## src/rtl/mem_access_stage_pkg.sv

```systemverilog
// Shared definitions for the memory-access pipeline stage: data/register
// widths and the access FSM state encoding.
package mem_access_stage_pkg;

  localparam int WORD_W = 32;
  localparam int REG_W  = 5;

  typedef enum logic [1:0] {
    ST_IDLE   = 2'd0,
    ST_ACCESS = 2'd1,
    ST_ERROR  = 2'd2
  } mem_state_t;

endpackage

```

## src/rtl/mem_access_stage_fsm.sv

```systemverilog
// Data-memory handshake FSM with ack-timeout counter; drives request and
// stall, and owns the sticky error flag.
//
// state     | meaning
// ST_IDLE   | no request outstanding; a pending memory op stalls for one cycle
// ST_ACCESS | request asserted, waiting for dmem_ack
// ST_ERROR  | ack timed out; stalls forever, left only through reset
module mem_access_fsm
  import mem_access_stage_pkg::*;
#(
  parameter int ACK_TIMEOUT = 16
) (
  input  logic clk,
  input  logic rst_n,
  input  logic mem_op,
  input  logic ack,
  output logic access,
  output logic stall,
  output logic err
);

  localparam int CNT_W = $clog2(ACK_TIMEOUT + 1);
  localparam logic [CNT_W-1:0] CNT_MAX  = CNT_W'(ACK_TIMEOUT);
  localparam logic [CNT_W-1:0] CNT_LAST = CNT_W'(ACK_TIMEOUT - 1);

  mem_state_t       state, state_nxt;
  logic [CNT_W-1:0] cnt, cnt_nxt;
  logic             err_q;

  always_ff @(posedge clk or negedge rst_n) begin
    if (!rst_n) begin
      state <= ST_IDLE;
      cnt   <= '0;
      err_q <= 1'b0;
    end else begin
      state <= state_nxt;
      cnt   <= cnt_nxt;
      if (state_nxt == ST_ERROR) err_q <= 1'b1;
    end
  end

  always_comb begin
    state_nxt = state;
    cnt_nxt   = cnt;
    access    = 1'b0;
    stall     = 1'b0;
    case (state)
      ST_IDLE: begin
        stall = mem_op;
        if (mem_op) begin
          state_nxt = ST_ACCESS;
          cnt_nxt   = '0;
        end
      end
      ST_ACCESS: begin
        access = 1'b1;
        if (ack) begin
          state_nxt = ST_IDLE;
        end else begin
          stall = 1'b1;
          if (cnt != CNT_MAX) cnt_nxt = cnt + CNT_W'(1);
          // cnt counts completed ack-less cycles, so this is the last allowed one
          if (cnt == CNT_LAST) state_nxt = ST_ERROR;
        end
      end
      ST_ERROR: stall = 1'b1;
      default:  state_nxt = ST_IDLE;
    endcase
  end

  assign err = err_q;

endmodule

```

## src/rtl/mem_access_stage.sv

```systemverilog
// MIPS memory-access stage: M and M/W pipeline registers around the data-memory
// handshake FSM. Optional macro MEM_ALIGN_CHECK_EN enables misaligned-op trapping.
module mem_access_stage
  import mem_access_stage_pkg::*;
#(
  parameter int ACK_TIMEOUT = 16
) (
  input  logic              clk,
  input  logic              rst_n,
  input  logic [WORD_W-1:0] ALUOutE,
  input  logic [WORD_W-1:0] WriteDataE,
  input  logic [REG_W-1:0]  WriteRegE,
  input  logic              RegWriteE,
  input  logic              MemtoRegE,
  input  logic              MemWriteE,
  output logic [WORD_W-1:0] ALUOutM,
  output logic [REG_W-1:0]  WriteRegM,
  output logic              RegWriteM,
  output logic              MemStall,
  output logic              dmem_req,
  output logic              dmem_we,
  output logic [WORD_W-1:0] dmem_addr,
  output logic [WORD_W-1:0] dmem_wdata,
  input  logic [WORD_W-1:0] dmem_rdata,
  input  logic              dmem_ack,
  output logic [WORD_W-1:0] ReadDataW,
  output logic [WORD_W-1:0] ALUOutW,
  output logic [REG_W-1:0]  WriteRegW,
  output logic              RegWriteW,
  output logic              MemtoRegW,
  output logic              MemErr
);

  logic [WORD_W-1:0] WriteDataM;
  logic              MemtoRegM;
  logic              MemWriteM;
  logic              mem_op_m;
  logic              misalign;
  logic              req_op;
  logic              access;
  logic              err_sticky;
  logic [WORD_W-1:0] addr_req;

  assign mem_op_m = MemtoRegM | MemWriteM;

`ifdef MEM_ALIGN_CHECK_EN
  assign misalign = mem_op_m & (|ALUOutM[1:0]);
  assign addr_req = ALUOutM;
`else
  assign misalign = 1'b0;
  assign addr_req = {ALUOutM[WORD_W-1:2], 2'b00};
`endif

  // A misaligned op never reaches the FSM, so it neither requests nor stalls.
  assign req_op = mem_op_m & ~misalign;

  mem_access_fsm #(
    .ACK_TIMEOUT(ACK_TIMEOUT)
  ) u_fsm (
    .clk   (clk),
    .rst_n (rst_n),
    .mem_op(req_op),
    .ack   (dmem_ack),
    .access(access),
    .stall (MemStall),
    .err   (err_sticky)
  );

  assign dmem_req   = access;
  assign dmem_we    = access & MemWriteM;
  assign dmem_addr  = access ? addr_req : '0;
  assign dmem_wdata = access ? WriteDataM : '0;
  assign MemErr     = err_sticky | misalign;

  always_ff @(posedge clk or negedge rst_n) begin
    if (!rst_n) begin
      ALUOutM    <= '0;
      WriteDataM <= '0;
      WriteRegM  <= '0;
      RegWriteM  <= 1'b0;
      MemtoRegM  <= 1'b0;
      MemWriteM  <= 1'b0;
    end else if (!MemStall) begin
      ALUOutM    <= ALUOutE;
      WriteDataM <= WriteDataE;
      WriteRegM  <= WriteRegE;
      RegWriteM  <= RegWriteE;
      MemtoRegM  <= MemtoRegE;
      MemWriteM  <= MemWriteE;
    end
  end

  always_ff @(posedge clk or negedge rst_n) begin
    if (!rst_n) begin
      ReadDataW <= '0;
      ALUOutW   <= '0;
      WriteRegW <= '0;
      RegWriteW <= 1'b0;
      MemtoRegW <= 1'b0;
    end else if (!MemStall) begin
      ALUOutW   <= ALUOutM;
      WriteRegW <= WriteRegM;
      RegWriteW <= RegWriteM & ~misalign;
      MemtoRegW <= MemtoRegM & ~misalign;
      if (MemtoRegM & ~misalign) ReadDataW <= dmem_rdata;
    end else begin
      RegWriteW <= 1'b0;
      MemtoRegW <= 1'b0;
    end
  end

endmodule
```

## config.mk

```make
export PLATFORM = sky130hd
export DESIGN_NAME = mem_access_stage
export DESIGN_NICKNAME = d
export VERILOG_FILES = /design/src/rtl/mem_access_stage_pkg.sv /design/src/rtl/mem_access_stage_fsm.sv /design/src/rtl/mem_access_stage.sv
export SDC_FILE = /design/constraint.sdc
export NUM_CORES = 1
export LEC_CHECK = 0
export BUFFER_PORTS_ARGS = -buffer_cell sky130_fd_sc_hd__buf_2
export CELL_PAD_IN_SITES_DETAIL_PLACEMENT = 1
export CELL_PAD_IN_SITES_GLOBAL_PLACEMENT = 1
export CORE_AREA = 2 2 142 144
export DETAILED_ROUTE_END_ITERATION = 10
export DIE_AREA = 0 0 144 146
export GPL_TIMING_DRIVEN = 0
export PLACE_DENSITY = 0.79
export SKIP_CTS_REPAIR_TIMING = 1
export SKIP_LAST_GASP = 1
export SLEW_MARGIN = 20
export SYNTH_ARGS = -nofsm -noshare
export SYNTH_HDL_FRONTEND = slang
export SYNTH_SLANG_ARGS = --single-unit
```

## constraint.sdc

```tcl
create_clock -name clk -period 1.64 [get_ports clk]
set_input_delay 0.246 -clock clk [delete_from_list [all_inputs] [get_ports clk]]
set_output_delay 0.246 -clock clk [all_outputs]
set_load 0.02 [all_outputs]
```

; ---- Word-level counts from Yosys, hierarchy flattened
; Cells that the tools add are included.
[word_totals]
register_bits = 151
output_inout_bits = 177
inputBits = 107
[op_classes]
n_bitwise = 3
n_reduce_logical = 4
eq_ne = 8
muxes = 15
n_addsub = 1
[ops]
columns = operator, n
row1 = $mux W32, 2
row2 = $mux W5, 3
row3 = $pmux W5 S2, 1
row4 = $mux W2, 3
row5 = $pmux W2 S3, 1
row6 = $add A5 B1 Y5 const B, 1
row7 = $eq A5 B4 Y1 const B, 1
row8 = $ne A5 B5 Y1 const B, 1
row9 = $eq A2 B2 Y1 const B, 2
row10 = $mux W1, 4
row11 = $ne A2 B1 Y1 const B, 2
row12 = $reduce_and A4 Y1, 1
row13 = $pmux W1 S3, 1
row14 = $eq A2 B1 Y1 const B, 1
row15 = $logic_not A2 Y1, 1
row16 = $ne A2 B2 Y1 const B, 1
row17 = $reduce_and A2 Y1, 1
row18 = $reduce_bool A2 Y1, 1
row19 = $and A1 B1 Y1, 1
row20 = $not A1 Y1, 1
row21 = $or A1 B1 Y1, 1

; ---- Logic depth before layout (Yosys ltp)
; Gate-level depths: netlist (run 1).
[depth]
word_depth = 5
depth_mapped = 6

; ---- Cells and area by module
; Synthesis (run 1) repeated with hierarchy kept, for this count alone.
[hier_totals]
cells_unflattened = 422
hier_area_um2 = 6378.6
[modules_own_cells]
columns = mod, instances, seq_area_each_um2, area_per_inst_um2, cells_per_inst
row1 = mem_access_stage, 1, 3578.4, 5910.7, 375
row2 = mem_access_fsm, 1, 200.2, 467.9, 47

; ---- Worst setup path after synthesis (run 1)
; No wires, ideal clock.
[synth_timing]
path_type = register -> register
from = reg u_fsm.state[1]
to = reg ALUOutM[12]
stages_incl_launch_ff = 6
synth_period_minus_slack_ps = 1590
path_slack_ps = 50
arrival_ps = 1465
t_required_ps = 1515
cell_sequence = dfrtp_1 -> or2_1 -> a22o_1 -> buf_6 -> buf_6 -> mux2_4
[synth_between]
elab_chain_len = 2
word_cells_on_any_way = 4
classes_between = eq/ne: 2 / mux: 1 / reduce/logical: 1
[synth_lines]
columns = element, line
row1 = from (decl), mem_access_stage_fsm.sv:26  ; mem_state_t state, state_nxt;
row2 = from (signal assigned), mem_access_stage_fsm.sv:36  ; state <= state_nxt;
row3 = $eq A2 B2 Y1 (tied with other cells), mem_access_stage_fsm.sv:47  ; case (state)
row4 = $pmux W1 S3 *, mem_access_stage_fsm.sv:47
row5 = to (signal assigned), mem_access_stage.sv:84  ; ALUOutM <= ALUOutE;
row6 = to (decl), mem_access_stage.sv:16  ; output logic [WORD_W-1:0] ALUOutM,
; Every way passes the cells marked *; elsewhere a longest branch is shown, timed or not.
; A chain may end at the register's enable or synchronous reset.

; ---- Final worst setup path (run 1)
[layout_timing]
from = reg u_fsm.state[1]
to = out MemStall
[layout_between]
elab_chain_len = 2
word_cells_on_any_way = 4
classes_between = eq/ne: 2 / mux: 1 / reduce/logical: 1
[layout_lines]
columns = element, line
row1 = $eq A2 B2 Y1 (tied with other cells), mem_access_stage_fsm.sv:47
row2 = $pmux W1 S3 *, mem_access_stage_fsm.sv:47
row3 = to (decl), mem_access_stage.sv:19  ; output logic MemStall,
; Marked as above.

==> results of run 1 <==
[cell type report]
type | count | area, um^2 | share of cell area [%]
inverter | 7 | 33.8 | 0.352
clock buffer | 20 | 447 | 4.65
buffer | 23 | 350 | 3.65
clock inverter | 11 | 171 | 1.79
timing repair buffer | 306 | 1890 | 19.7
tap | 265 | 332 | 3.45
multi-input combinational | 244 | 2590 | 27.0
sequential | 151 | 3780 | 39.4
[placed cells by master, fill, tap and decap left out, types with 5 or more instances in the layout]
cell	synthesis	layout
and2_1	64	60
buf_12	0	12
buf_2	6	215
buf_4	2	83
buf_8	0	7
clkbuf_16	0	21
dfrtp_1	151	150
inv_1	7	5
mux2_2	54	54
mux2_4	88	88
[power by group]
part | internal [mW] | leakage [nW] | switching, mW | total (mW)
Combinational | 6.90 | 2.75 | 6.53 | 13.4
Clock | 2.59 | 0.297 | 1.59 | 4.18
Sequential | 5.63 | 1.78 | 1.27 | 6.90
[metrics by stage]
stage / setup slack [ns] / utilization [%] / cell area [um^2] / power, mW / hold slack, ns
after detailed placement: -0.855 / 43.1 / 8330 / 18.6 / 0.229
after global placement: -2.01 / 42.9 / 8290 / 18.2 / 0.454
after CTS: -1.34 / 46.3 / 8950 / 22.9 / -0.230
final: -0.373 / 49.6 / 9600 / 24.5 / 0.0555
after floorplan: 0.0501 / - / 6560 / 14.7 / -0.0496
after global routing: -0.440 / 49.6 / 9600 / 25.8 / 0.0331
[how the worst min path moves through the flow]
| stage | start | to |
|---|---|---|
| floorplan | rst_n | ALUOutM[0] |
| global placement | u_fsm.err | u_fsm.err |
| detailed placement | rst_n | ReadDataW[22] |
| CTS | rst_n | ReadDataW[22] |
| global route | WriteDataE[16] | WriteDataM[16] |
| finish | ALUOutE[19] | ALUOutM[19] |
[metal layers]
metal | track usage (%) | up-vias
li1 | - | 2094
met1 | 20.5 | 2353
met2 | 29.5 | 189
met3 | 5.99 | 21
met4 | 4.51 | 0
met5 | 0 | -
[cells by family (layout without fill, tap and decap cells)]
| kind of cell | after synthesis | after routing | synth area share, % |
|---|---|---|---|
| flops | 151 | 151 | 57.7 |
| fa+ha+maj | 3 | 3 | 0.573 |
| compound gates | 8 | 8 | 0.745 |
| mux | 145 | 145 | 29.9 |
| simple gates | 86 | 86 | 7.85 |
| buf+inv | 32 | 367 | 3.21 |
| other cells | 1 | 2 | 0.0572 |
[flip-flops by register name, indices dropped and copies added, names as in the netlist, 2 cells and up]
name / count
WriteRegM: 5
WriteDataM: 32
ALUOutM: 32
u_fsm.state: 2
WriteRegW: 5
ReadDataW: 32
ALUOutW: 32
u_fsm.cnt: 5
==> results.md, run 1 <==
| Stage | Metric | This run |
|---|---|---|
| layout | Final-layout fill cell count | 2035 |
| setup path | Critical path depth in cells | 6 |
| drt | WL final | 18800 um |
| grt | Largest net degree at the start of global routing | 88 |
| floorplan | Width of the die | 144 um |
| grt | Antenna violations before repair | 0 |
| layout | Total Nets Final | 860 |
| setup path | Startpoint type of the worst setup path | register |
| clock tree | Root cell of the clock tree | clkbuf_16 |
| yosys | Register bit count reported by yosys | 151 |
| grt | Global-route wire length before repair | 27500 um |
| drt | DRT iter0 DRCs | 126 |
| clock tree | Number of buffers created by CTS | 17 |
| yosys | Share of synthesized area occupied by flip-flops and latches | 57.7% |
| setup path | Cell occurring most often along the worst timing path | buf_12 |
| sta | Final TNS setup | -38.46 ns |
| sta | RSZ-0062 raised after global routing | true |
| setup path | Maximum single-stage delay on the critical path | 0.44 ns |
| grt | Vias in the first global route | 4938 |
| yosys | Cell types occupying the most area after synthesis | dfrtp_1 58%, mux2_4 20%, mux2_2 9.3% |
| power and ir drop | Leakage power | 4.82 nW |
| hold path | HP Class | input pin to register |
| outcome | Result of the run | finished, violations left |
| setup path | R2R depth | 7 |
| placed design | Final weighted congestion of routability-driven global placement | 0.755 |
| yosys | Portion of synthesized cell area occupied by the leading cell type | 57.7% |
| yosys | Synth Cell Area | 0.00655 mm^2 |
| placed design | Half-perimeter wire length after placement | 13300 um |
| sta | Transition time at the pin with the least slew margin | 0.622 ns |
| power and ir drop | Power per unit of standard cell area | 2550 mW/mm^2 |
| drt | Detailed-route wire length per cell | 18.3 um |
| sta | Final Worst Setup Slack | -0.373 ns |
| yosys | Avg Cell Area, Syn | 15.4 um^2 |
| clock tree | # clock sinks | 151 |
| clock tree | Number of H-tree levels | 4 |
| sta | Endpoints failing setup | 203 |
| grt | Total global routing track utilization | 17.2% |
| power and ir drop | Peak supply drop | 1.26 mV |
| floorplan | Core area | 0.0193 mm^2 |
| placed design | Placed instance count | 974 |
| clock tree | TritonCTS clock tree | built |
| setup path | Critical path launch point | u_fsm.state[1] |
| setup path | Flop-to-flop setup slack | -0.33 ns |
| sta | Max-slew violation total from the final report | 0 |
| grt | Total congestion overflow | 0 |
| layout | Post-route insts no fill | 1027 |
| setup path | Cell with the biggest individual delay on the critical path | dfrtp_2 |
| setup path | R2R Path End | WriteRegW[4] |
| clock tree | CTS max path bufs | 2 |
| layout | Area Growth Syn to Fin | 46.5% |
| setup path | Critical path destination | MemStall |
| drt | M1 wire length | 7500 um |
| yosys | Async set-or-reset flop fraction in the synthesized netlist | 100% |
| job | Number of max-cap violations | 0 |
| outcome | Violated checks | setup timing |
| setup path | Buffers plus inverters on the worst setup path | 4 |
| drt | Uppermost signal routing layer after detailed routing | met4 |
| floorplan | Initial standard-cell utilization of the core | 33.9% |
| drt | Number of remaining DRC errors | 0 |
| drt | Routed wl met3 | 1340 um |
| setup path | Launch instance of the worst register-to-register path | u_fsm.state[1] |
| floorplan | Die span in y | 146 um |
| setup path | Type of element capturing the critical path | output pin |
| floorplan | Die ar. | 0.0210 mm^2 |
| sta | Max-Slew Margin vs Limit | 58.2% |
| hold path | Number of cells traversed by the worst hold path | 2 |
| setup path | Top cell family by delay on the critical path | flip-flops |
| clock tree | Clock insertion delay at the later pin of the skew report | 0.41 ns |
| yosys | Number of distinct standard cells referenced by the synthesized netlist | 29 |
| drt | Number of vias per cell after detailed routing | 4.53 |
| placed design | Number of I/O port buffers | 281 |
| yosys | Library cell with the highest instance count after synthesis | dfrtp_1 |
| yosys | Most common flop cell mapped by yosys | dfrtp_1 |
| sta | Clock Skews | 0.00633 ns |
| sta | Clock period minus worst slack | 2.01 ns |
| yosys | Count of flip-flops with a built-in enable after synthesis | 0 |
| sta | Peak clock frequency supported by timing | 0.497 GHz |
| setup path | Crit path arrival time | 1.77 ns |
| setup path | Required time of the worst setup path | 1.39 ns |
| setup path | Worst-path maximum fanout | 7 |
| yosys | Yosys warning total | 0 |
| drt | Antenna-violating nets left | 0 |
| drt | Count of TritonRoute iterations in the first routing pass | 4 |
| layout | Layout cell share with drive strength beyond 1 | 67.1% |
| yosys | List of most frequent post-synthesis cells | 151 x dfrtp_1, 88 x mux2_4, 64 x and2_1 |
| floorplan | Boundary pin count | 284 |
| sta | Tcrit/Tclk final | 123% |
| yosys | Cells after synthesis | 426 |
| layout | Ant. Diodes | 0 |
| drt | Vias | 4657 |
| sta | Final hold vios | 0 |
| setup path | CP Cell Sequence | or2_4 -> a22o_4 -> buf_12 -> buf_12 -> clkinv_4 -> buf_6 |
| drt | Detailed route wirelength on metal2 | 9660 um |
| floorplan | Row count | 51 |
| setup path | Setup Crit Path Kind | register to output pin |
| yosys | Area leader, netlist | dfrtp_1 |
| clock tree | Clock-pin slew of the registers on the worst-case setup and hold paths | 0.07 ns |
Note: power is estimated with default switching activity, not from simulation.
==> run 2, diff against run 1 <==
--- a/config.mk
+++ b/config.mk
@@ -5,14 +5,15 @@
 export SDC_FILE = /design/constraint.sdc
 export NUM_CORES = 1
 export LEC_CHECK = 0
+export ABC_AREA = 1
 export BUFFER_PORTS_ARGS = -buffer_cell sky130_fd_sc_hd__buf_2
 export CELL_PAD_IN_SITES_DETAIL_PLACEMENT = 1
 export CELL_PAD_IN_SITES_GLOBAL_PLACEMENT = 1
-export CORE_AREA = 2 2 142 144
+export CORE_AREA = 2 2 147 149
 export DETAILED_ROUTE_END_ITERATION = 10
-export DIE_AREA = 0 0 144 146
+export DIE_AREA = 0 0 149 151
 export GPL_TIMING_DRIVEN = 0
-export PLACE_DENSITY = 0.79
+export PLACE_DENSITY = 0.78
 export SKIP_CTS_REPAIR_TIMING = 1
 export SKIP_LAST_GASP = 1
 export SLEW_MARGIN = 20
==> run 2 against run 1 <==
The run still ends with setup timing left. First-iteration DRC count up 87%. Routed wire length up 15%. Power down 7.0%. Critical endpoint is now dmem_wdata[14]. Synthesized area down 5.2%. Synthesized cell count up 66%. Largest cell class unchanged.
==> results.md, run 2 <==
| Stage | Metric | This run | vs previous |
|---|---|---|---|
| layout | Core Util, Final | 44.8% | -4.9 points |
| floorplan | Die ar. | 0.0225 mm^2 | +7.0% |
| yosys | Number of distinct standard cells referenced by the synthesized netlist | 23 | -21% |
| floorplan | Boundary pin count | 284 | unchanged |
| drt | Vias | 5898 | +27% |
| sta | Max-Slew Margin vs Limit | 62.9% | +4.7 points |
| job | Number of max-cap violations | 0 | unchanged |
| grt | Total congestion overflow | 0 | unchanged |
| clock tree | Clock-pin slew of the registers on the worst-case setup and hold paths | 0.07 ns | about the same |
| drt | Number of vias per cell after detailed routing | 4.44 | -2.0% |
| floorplan | Die span in y | 151 um | +3.4% |
| placed design | Number of I/O port buffers | 281 | unchanged |
| hold path | Number of cells traversed by the worst hold path | 3 | +1 |
| sta | Final hold vios | 0 | unchanged |
| outcome | Violated checks | setup timing |  |
| yosys | Avg Cell Area, Syn | 8.80 um^2 | -43% |
| power and ir drop | Total Power Consumption | 22.8 mW | -7.0% |
| sta | Max-slew violation total from the final report | 0 | unchanged |
| yosys | List of most frequent post-synthesis cells | 235 x nand2_1, 151 x dfrtp_1, 79 x inv_1 |  |
| layout | Multi-input logic area | 0.00204 mm^2 | -22% |
| setup path | Required time of the worst setup path | 1.39 ns | about the same |
| sta | Peak clock frequency supported by timing | 0.522 GHz | +5.1% |
| sta | Worst hold slack | 0.0131 ns | -0.0424 ns |
| layout | Post-route cell area | 0.00933 mm^2 | -2.8% |
| clock tree | Clock insertion delay at the later pin of the skew report | 0.43 ns | +0.02 ns |
| clock tree | Root cell of the clock tree | clkbuf_16 |  |
| sta | Clock Skews | 0.0128 ns | +0.00648 ns |
| sta | Tcrit/Tclk final | 117% | -6.0 points |
| power and ir drop | Power per unit of standard cell area | 2440 mW/mm^2 | -4.3% |
| placed design | Half-perimeter wire length after placement | 15400 um | +16% |
| layout | Most frequent cells in the layout | 235 x nand2_1, 232 x buf_2, 148 x dfrtp_1 |  |
| drt | Count of TritonRoute iterations in the first routing pass | 4 | unchanged |
| grt | Antenna violations before repair | 2 | +2 |
| yosys | Yosys warning total | 0 | unchanged |
| clock tree | Number of H-tree levels | 4 | unchanged |
| setup path | Crit path arrival time | 1.67 ns | -0.10 ns |
| yosys | Register bit count reported by yosys | 151 | unchanged |
| floorplan | Core area | 0.0208 mm^2 | +7.7% |
| setup path | Cell occurring most often along the worst timing path | buf_12 |  |
| drt | DRT iter0 DRCs | 235 | +87% |
| setup path | R2R Path End | ReadDataW[17] |  |
| sta | Clock period minus worst slack | 1.91 ns | -0.0983 ns |
| grt | Global-route wire length before repair | 31500 um | +15% |
| setup path | Startpoint type of the worst setup path | register |  |
| setup path | R2R depth | 10 | +3 |
| grt | Largest net degree at the start of global routing | 82 | -6.8% |
| sta | Endpoints failing setup | 64 | -68% |
| yosys | Count of flip-flops with a built-in enable after synthesis | 0 | unchanged |
| floorplan | Initial standard-cell utilization of the core | 29.8% | -4.1 points |
| yosys | Async set-or-reset flop fraction in the synthesized netlist | 100% | unchanged |
| yosys | Most common flop cell mapped by yosys | dfrtp_1 |  |
| outcome | Result of the run | finished, violations left |  |
| placed design | Cell area after placement | 0.00800 mm^2 | -3.9% |
| yosys | Portion of synthesized cell area occupied by the leading cell type | 60.8% | +3.2 points |
| setup path | Launch instance of the worst register-to-register path | u_fsm.state[0] |  |
| setup path | CP Cell Sequence | nor2_4 -> inv_4 -> buf_12 -> buf_12 -> nor2_2 -> buf_4 |  |
| drt | Detailed-route wire length per cell | 16.3 um | -11% |
| sta | Transition time at the pin with the least slew margin | 0.557 ns | -0.0651 ns |
| setup path | Setup Crit Path Kind | register to output pin |  |
| hold path | Worst Hold Launch | dmem_rdata[3] |  |
| setup path | Type of element capturing the critical path | output pin |  |
| layout | Total Nets Final | 1145 | +33% |
| sta | Final Worst Setup Slack | -0.275 ns | +0.0983 ns |
| floorplan | Row count | 53 | +3.9% |
| yosys | Cell types occupying the most area after synthesis | dfrtp_1 61%, nand2_1 14%, o21ai_0 5.6% |  |
| clock tree | Number of buffers created by CTS | 17 | unchanged |
| setup path | Maximum single-stage delay on the critical path | 0.47 ns | +0.03 ns |
| grt | Total global routing track utilization | 18.1% | +0.89 points |
| setup path | Flop-to-flop setup slack | 0.03 ns | +0.36 ns |
| placed design | Worst slack after detailed placement | -0.131 ns | +0.723 ns |
| layout | Layout cell share with drive strength beyond 1 | 40.6% | -27 points |
| yosys | Synth Cell Area | 0.00621 mm^2 | -5.2% |
| clock tree | # clock sinks | 151 | unchanged |
| hold path | HP Class | input pin to register |  |
| setup path | Worst-path maximum fanout | 10 | +3 |
| drt | Number of remaining DRC errors | 0 | unchanged |
| yosys | Share of synthesized area occupied by flip-flops and latches | 60.8% | +3.2 points |
| drt | WL final | 21600 um | +15% |
| yosys | Library cell with the highest instance count after synthesis | nand2_1 |  |
| layout | Area Growth Syn to Fin | 50.2% |  |
| floorplan | Width of the die | 149 um | +3.5% |
| layout | Sequential Area | 0.00378 mm^2 | about the same |
| layout | Leading cell type in the layout, fill and taps excluded | nand2_1 |  |
| placed design | Final weighted congestion of routability-driven global placement | 0.806 | +6.8% |
| clock tree | CTS max path bufs | 2 | unchanged |
| yosys | Cells after synthesis | 706 | +66% |
| power and ir drop | Leakage power | 5.03 nW | +4.2% |
| sta | RSZ-0062 raised after global routing | true |  |
| grt | Vias in the first global route | 5963 | +21% |
| hold path | WHS Endpoint | ReadDataW[3] |  |
| power and ir drop | Peak supply drop | 1.16 mV | -7.6% |
| setup path | Cell with the biggest individual delay on the critical path | dfrtp_2 |  |
| clock tree | TritonCTS clock tree | built |  |
| drt | Antenna-violating nets left | 0 | unchanged |
| yosys | Area leader, netlist | dfrtp_1 |  |
| layout | Final-layout fill cell count | 2539 | +25% |
-- run 2: cells by family after synthesis --
logic type,synth area share [%]
AND/OR/NAND/NOR,19.8
flip-flops,60.8
buffers and inverters,9.25
AO/OA/AOI/OAI,9.29
adder cells (fa/ha/maj),0.604
XOR/XNOR,0.141
other,0.0604
-- run 2: worst max-delay path by stage --
stage,slack [ns],end,from,cells after the start
detailed placement,-0.13,dmem_wdata[16],u_fsm.state[0],7
floorplan,-0.04,dmem_wdata[11],u_fsm.state[0],6
global placement,-2.07,ALUOutM[28],rst_n,1
CTS,-0.61,dmem_wdata[0],u_fsm.state[0],6
global route,-0.33,dmem_wdata[13],u_fsm.state[1],6
finish,-0.27,dmem_wdata[14],u_fsm.state[1],6
-- run 2: critical path, delay by kind of cell (launching register included) --
family                 cells  cell delay (ns)
buffers and inverters      4             0.52
DFF                        1             0.47
and+or+nand+nor            2             0.24
-- run 2: area by class of cell --
type,instances,share of cell area [%]
plain buffers,36,3.74
repair buffers,311,20.3
flip-flops and latches,151,40.5
well taps,275,3.69
inverters,82,3.38
multi-input cells,436,21.8
diodes,4,0.107
clock buffers,18,4.60
clock inverters,14,1.76
-- run 2: stage by stage --
stage | TNS (ns) | cells
finish | -12.89 | 1327
global route | -17.88 | 1324
CTS | -37.18 | 1296
detailed placement | -6.21 | 1264
global placement | -314.55 | 1263
floorplan | -0.800 | 707
-- run 2: per-layer routing --
metal  up-vias  share of wire, %  GRT usage (%)
met1      2891                41           22.0
met4         0               2.2           7.67
li1       2807                 -              -
met3        27               5.1           4.19
met2       173                51           31.0
met5         -                 0              0
-- run 2: report_power, final --
group	switching, mW	leakage [nW]	total (mW)	internal, mW
logic	7.91	2.87	12.4	4.53
registers	0.846	1.87	6.37	5.52
clock network	1.69	0.280	3.97	2.28
